[src/rtl/booth_mult_seq.sv]
// Radix-2 Booth sequential multiplier: start sampled in IDLE, done pulses N+1 cycles later (N=WIDTH signed, WIDTH+1 unsigned).
// No backpressure: inputs are ignored while busy, and the product holds until the next operation completes.
module booth_mult_seq #(
  parameter int WIDTH = 6
) (
  input  logic                 clk,
  input  logic                 rst,
  input  logic                 start,
  input  logic                 signed_op,
  input  logic [WIDTH-1:0]     x_in,
  input  logic [WIDTH-1:0]     y_in,
  output logic                 busy,
  output logic                 done,
  output logic [2*WIDTH-1:0]   product
);

  localparam int AW = WIDTH + 2;
  localparam int YW = WIDTH + 1;
  localparam int CW = $clog2(WIDTH + 2);
  localparam logic [CW-1:0] LAST_S = CW'(WIDTH - 1);
  localparam logic [CW-1:0] LAST_U = CW'(WIDTH);

  typedef enum logic [1:0] {IDLE, CALC, DONE} state_t;

  state_t          state;
  logic [AW-1:0]   a_q;
  logic [AW-1:0]   x_q;
  logic [YW-1:0]   y_q;
  logic            y_m1;
  logic [CW-1:0]   cnt;
  logic            sgn_q;

  logic [AW-1:0]   x_ext;
  logic [YW-1:0]   y_ext;
  logic [AW-1:0]   a_sum;
  logic [AW-1:0]   a_nxt;
  logic [YW-1:0]   y_nxt;
  logic            last_step;
  logic [2*WIDTH-1:0] result;

  // Two guard bits on X/A keep A-X in range even for the most negative multiplicand.
  always_comb begin
    x_ext = signed_op ? {{2{x_in[WIDTH-1]}}, x_in} : {2'b00, x_in};
    y_ext = signed_op ? {y_in[WIDTH-1], y_in} : {1'b0, y_in};
  end

  always_comb begin
    a_sum = a_q;
    case ({y_q[0], y_m1})
      2'b01:   a_sum = a_q + x_q;
      2'b10:   a_sum = a_q - x_q;
      default: a_sum = a_q;
    endcase
  end

  always_comb begin
    a_nxt     = {a_sum[AW-1], a_sum[AW-1:1]};
    y_nxt     = {a_sum[0], y_q[WIDTH:1]};
    last_step = (cnt == (sgn_q ? LAST_S : LAST_U));
    // Signed runs leave the unconsumed sign-extension bit in Y[0]; unsigned runs consume all of Y.
    if (sgn_q)
      result = {a_nxt[WIDTH-1:0], y_nxt[WIDTH:1]};
    else
      result = {a_nxt[WIDTH-2:0], y_nxt};
  end

  always_ff @(posedge clk or negedge rst) begin
    if (!rst) begin
      state   <= IDLE;
      a_q     <= '0;
      x_q     <= '0;
      y_q     <= '0;
      y_m1    <= 1'b0;
      cnt     <= '0;
      sgn_q   <= 1'b0;
      product <= '0;
    end else begin
      case (state)
        IDLE: begin
          if (start) begin
            x_q   <= x_ext;
            y_q   <= y_ext;
            a_q   <= '0;
            y_m1  <= 1'b0;
            cnt   <= '0;
            sgn_q <= signed_op;
            state <= CALC;
          end
        end
        CALC: begin
          a_q  <= a_nxt;
          y_q  <= y_nxt;
          y_m1 <= y_q[0];
          cnt  <= cnt + CW'(1);
          if (last_step) begin
            product <= result;
            state   <= DONE;
          end
        end
        DONE:    state <= IDLE;
        default: state <= IDLE;
      endcase
    end
  end

  assign busy = (state != IDLE);
  assign done = (state == DONE);

endmodule
[config.mk]
export PLATFORM = sky130hd
export DESIGN_NAME = booth_mult_seq
export DESIGN_NICKNAME = d
export VERILOG_FILES = /design/src/rtl/booth_mult_seq.sv
export SDC_FILE = /design/constraint.sdc
export NUM_CORES = 1
export LEC_CHECK = 0
export CAP_MARGIN = 10
export CORE_ASPECT_RATIO = 1.4
export CORE_MARGIN = 2
export CORE_UTILIZATION = 62
export CTS_BUF_LIST = sky130_fd_sc_hd__clkbuf_4 sky130_fd_sc_hd__clkbuf_8
export DETAILED_ROUTE_END_ITERATION = 10
export GPL_ROUTABILITY_DRIVEN = 0
export HOLD_SLACK_MARGIN = 0.03
export PLACE_DENSITY = 0.89
export SYNTH_ARGS = -nofsm -noshare
export SYNTH_HDL_FRONTEND = slang
export SYNTH_SLANG_ARGS = --single-unit
[constraint.sdc]
create_clock -name clk -period 5.1 [get_ports clk]
set_clock_uncertainty 0.2 [all_clocks]
set_input_delay 0.51 -clock clk [delete_from_list [all_inputs] [get_ports clk]]
set_output_delay 0.51 -clock clk [all_outputs]
set_load 0.03 [all_outputs]
# ---- After elaboration in Yosys (flattened, before gate mapping)
# Index checks and enable logic that the tools add are counted.
dict set report classes {
  addsub 3
  n_reduce_logical 7
  n_eq_ne 7
  n_mux 16
}
# cell count
set ops {}
lappend ops {{$pmux 8 s2} 2}
lappend ops {{$mux 8} 2}
lappend ops {{$mux 7} 2}
lappend ops {{$pmux 7 s2} 1}
lappend ops {{$mux 12} 1}
lappend ops {{$add 8x8->8} 1}
lappend ops {{$reduce_and 2->1} 4}
lappend ops {{$sub 8x8->8} 1}
lappend ops {{$mux 2} 3}
lappend ops {{$pmux 3 s2} 1}
lappend ops {{$eq 2x1->1 const B} 2}
lappend ops {{$eq 2x2->1 const B} 2}
lappend ops {{$ne 2x2->1 const B} 2}
lappend ops {{$pmux 2 s2} 1}
lappend ops {{$reduce_bool 2->1} 2}
lappend ops {{$add 3x1->3 const B} 1}
lappend ops {{$eq 3x3->1} 1}
lappend ops {{$mux 3} 1}
lappend ops {{$logic_not 2->1} 1}
lappend ops {{$pmux 1 s2} 1}
lappend ops {{$mux 1} 1}
dict set report word_totals {
  regBits 42
  in_bits 16
  word_cells 41
}

# ---- Depth between registers and ports, before layout
dict set report logic_depth {
  depth_word 4
  mapped_depth 11
  mapped_depth_nobuf 10
}

# ---- Least setup slack after synthesis
# Ideal clock, no wire load.
dict set report synth_timing {
  path_kind {register to register}
  start {register y_m1}
  end {register product[10]}
  setup_ns 0.077
  required_ns 4.823
  stages_incl_launch_ff 11
  n_path_buf 1
  setup_slack_ns 2.422
  arrival_time_ns 2.401
  cell_sequence {dfrtp_1 > inv_1 > ha_1 > clkbuf_1 > mux2_2 > fa_1 > nand2b_1 > a2111o_1 > nand3_1 > o21ai_0 > o21ai_1}
}
dict set report synth_via {
  elab_chain_cells 3
}
# element line
set synth_lines {}
lappend synth_lines {{start, declared} 29} ;# logic y_m1;
lappend synth_lines {{start signal, assigned} 93} ;# y_m1 <= y_q[0];
lappend synth_lines {{$eq 2x2->1 / $eq 2x1->1 (equally long branches)} 49} ;# case ({y_q[0], y_m1})
lappend synth_lines {{$pmux 8 s2 (*)} 49}
lappend synth_lines {{$mux 12 (*)} 61} ;# if (sgn_q)
lappend synth_lines {{end signal, assigned} 96} ;# product <= result;
lappend synth_lines {{end, declared} 14} ;# output logic [2*WIDTH-1:0] product
# Every way passes the cells marked *; elsewhere a longest branch is shown, timed or not.
# A chain may end at the register's enable or synchronous reset.

# ---- Final worst setup path
dict set report layout_timing {
  start {register y_m1}
  end {register product[11]}
}
# The elaborated chain is that of the path after synthesis.

==> key figures <==
Run status
  – Status: complete, no violations

STA
  – Slew Viols, Final: 0
  – RSZ-0062 raised after global routing: no
  – Final setup violation count: 0
  – Slew margin rel.: 0.3239
  – Min cycle time layout: 2.915 ns
  – Hold Vio Cnt, Final: 0
  – Final hold slack: 0.1320 ns
  – Worst-Margin Slew: 1.014 ns
  – Final Cycle Share: 0.5716
  – TNS Setup: 0 ns
  – Highest clock rate: 0.3430 GHz

Yosys
  – Async S/R FF share, synth: 1.000
  – Top_reg_cell synth: dfrtp_1
  – Multiplexer area fraction after synthesis: 0.05371
  – Synth Instances: 265
  – Simple-gate portion of the synthesized area: 0.2116
  – Sequential element share of the synthesized area: 0.4296
  – Synth warnings: 0
  – Synthesized area per cell: between 8 and 9 um^2
  – Main combinational cell family by area after synthesis: simple AND/OR/NAND/NOR gates
  – Compound-Gate Fraction of Synth Area: 0.1536
  – Yosys cell types: 48
  – Synth Cell Area: between 2000 and 2500 um^2
  – Seq cells post-synth: 40
  – Mapped Nets: 292
  – Synthesized-area fraction occupied by xor and xnor cells: 0.03759
  – Post-Synth Adder-Cell Area: 0.06230
  – Post-synth EDFFs: 0

Setup path
  – Worst setup EP type: register
  – CP Launch Type: register
  – Max Fanout on Critical Path: 7
  – Slowest cell on the critical path: fa_1
  – Critical path class: register to register
  – Reg-to-reg critical path endpoint: product[11]
  – Largest stage delay on the critical path: roughly 0.43 ns
  – Crit path from: y_m1
  – Setup slack, reg-to-reg: around 2.2 ns
  – CP Data Required Time: 5.09 ns
  – Critical-path cell list: inv_1 -> ha_1 -> mux2_2 -> fa_1 -> nand2b_1 -> a21oi_1 -> mux2i_1 -> nand4_1 -> o311ai_1
  – Arr. time, crit path: 2.90 ns
  – Worst Setup EP: product[11]
  – Reg-to-reg critical path startpoint: y_m1
  – R2R depth: 9

Min path
  – Min-Delay Path Class: input port to asynchronous set/reset pin

Finish
  – Cell area after layout: around 2700 um^2
  – Footprint of the multi-input gates: 1209 um^2
  – Filler Cell Count: 247
  – Layout cells sized above 1: 0.05923
  – Commonest non-fill, non-tap cells in the layout: nand2_1 (49), dfrtp_1 (40), clkdlybuf4s50_1 (28)
  – Fin nets: ~310
  – Most common cell after layout, fill and taps aside: nand2_1
  – P&R area growth vs syn: 17.45%
  – Ant. Diodes: 0
  – Sequential cell area: 1001 um^2

Clocking
  – Depth of the CTS H-tree: 2
  – CTS sink count: 40
  – TritonCTS clock tree: yes
  – Maximum clock path buffer count: 2
  – Postcts setup bufs: 0
  – Clk_lat worst skew: slightly below 0.3 ns
  – Number of gates resized after CTS: 0
  – CTS Buf Count: 5
  – Reg clk slew, reported paths: 0.08 ns
  – CTS root buf: clkbuf_8
  – CTS Hold Bufs: 0

Routing
  – DRC marker count from the first detailed-route iteration: 87
  – Antenna viol nets, final: 0
  – Final Routed Wirelength: approximately 5300 um
  – DR vias: approximately 2.0k
  – Drt drc: 0
  – Vias per cell: 6.049
  – First-pass detailed-route iteration total: 5
  – Drt wl/cell: 16.20 um

Floorplan
  – Core footprint: approximately 3600 um^2
  – Io pins: 30
  – Initial core utilization: 0.6452
  – DIE WIDTH: 55.81 um
  – Cell Rows: 26
  – Die H: about 77 um
  – Die area: 4271 um^2

Place
  – Hpwl dp: 3677 um
  – PortBufs: 29
  – Placed cell area: 2608 um^2

Global routing
  – Overflow after GRT: 0
  – Largest net degree at the start of global routing: 41
  – First-pass GRT wire length: a little under 9000 um
  – Total track usage: 0.2649
  – Initial antenna violation count: 0
  – Number of global-route vias before repair: 1996

Run
  – Max cap viols: 0
## logic make-up after synthesis
family / Yosys count
and+or+nand+nor: 105
AOI/OAI and AO/OA: 57
DFF: 40
buffers and inverters: 30
muxes: 12
adders and majority gates: 11
xor gates and xnor gates: 10
## per-stage QoR
| step | worst slack (ns) | instances | util |
|---|---|---|---|
| floorplan | 2.422 | 265 | - |
| global placement | 2.377 | 322 | 0.7221 |
| detailed placement | 2.226 | 322 | 0.7221 |
| CTS | 2.216 | 329 | 0.7578 |
| global route | 2.071 | 329 | 0.7578 |
| finish | 2.185 | 329 | 0.7578 |
## worst max-delay path: cells and delay by family, from the launching register on
family	cells	cell delay (ns)
AOI/OAI and AO/OA	2	0.41
buffers and inverters	1	0.07
and+or+nand+nor	2	0.39
adders and majority gates	2	0.71
muxes	2	0.67
DFF	1	0.37
## worst min-delay path by stage
stage,start,to,slack (ns),cells after the start
floorplan,rst,a_q[0],0.01,0
global placement,product[8],product[8],0.27,2
global route,rst,product[6],0.22,1
detailed placement,product[8],product[8],0.28,2
CTS,rst,product[0],0.16,1
finish,rst,product[3],0.13,1
## synth_stat cells, drive strengths merged (2+ instances only)
cell type,n,share of area
dfrtp,40,0.43
nand4,2,0.0054
nand3,12,0.026
nor2,18,0.029
o311ai,2,0.0075
xnor2,7,0.026
nor2b,5,0.013
o211ai,2,0.0064
nor3,5,0.013
and2,2,0.0054
o21ai,26,0.057
a21oi,6,0.013
buf,4,0.0097
nand2,49,0.079
nand2b,3,0.011
a31oi,9,0.024
nor3b,2,0.0064
inv,16,0.026
clkbuf,10,0.016
mux2,4,0.019
xor2,3,0.011
mux2i,8,0.034
o31ai,2,0.0086
ha,10,0.054
## per-layer routing
| metal | wire length (um) | share of wire | track usage | vias up |
|---|---|---|---|---|
| met2 | 2734 | 0.51 | 0.4440 | 60 |
| met4 | 249 | 0.047 | 0.1512 | 0 |
| li1 | - | - | - | 962 |
| met5 | 0 | 0 | 0 | - |
| met3 | 172 | 0.032 | 0.03565 | 26 |
| met1 | 2174 | 0.41 | 0.3225 | 942 |
## sequential cells by signal (all words and copies together), names as in the netlist
name and cells:
a_q 7, cnt 3, y_q 7, x_q 7, product 12, y_m1 1
state 2, sgn_q 1
## layout make-up
cell class / count / area share
Clock buffer: 5 / 0.02515
Clock inverter: 2 / 0.02195
Inverter: 16 / 0.02195
Multi-Input combinational cell: 195 / 0.4417
Sequential cell: 40 / 0.3658
Tap cell: 42 / 0.01920
Timing Repair Buffer: 29 / 0.1043
Power is not shown: default switching activity piles up to over one toggle a cycle in this logic, so the estimate is an artifact.
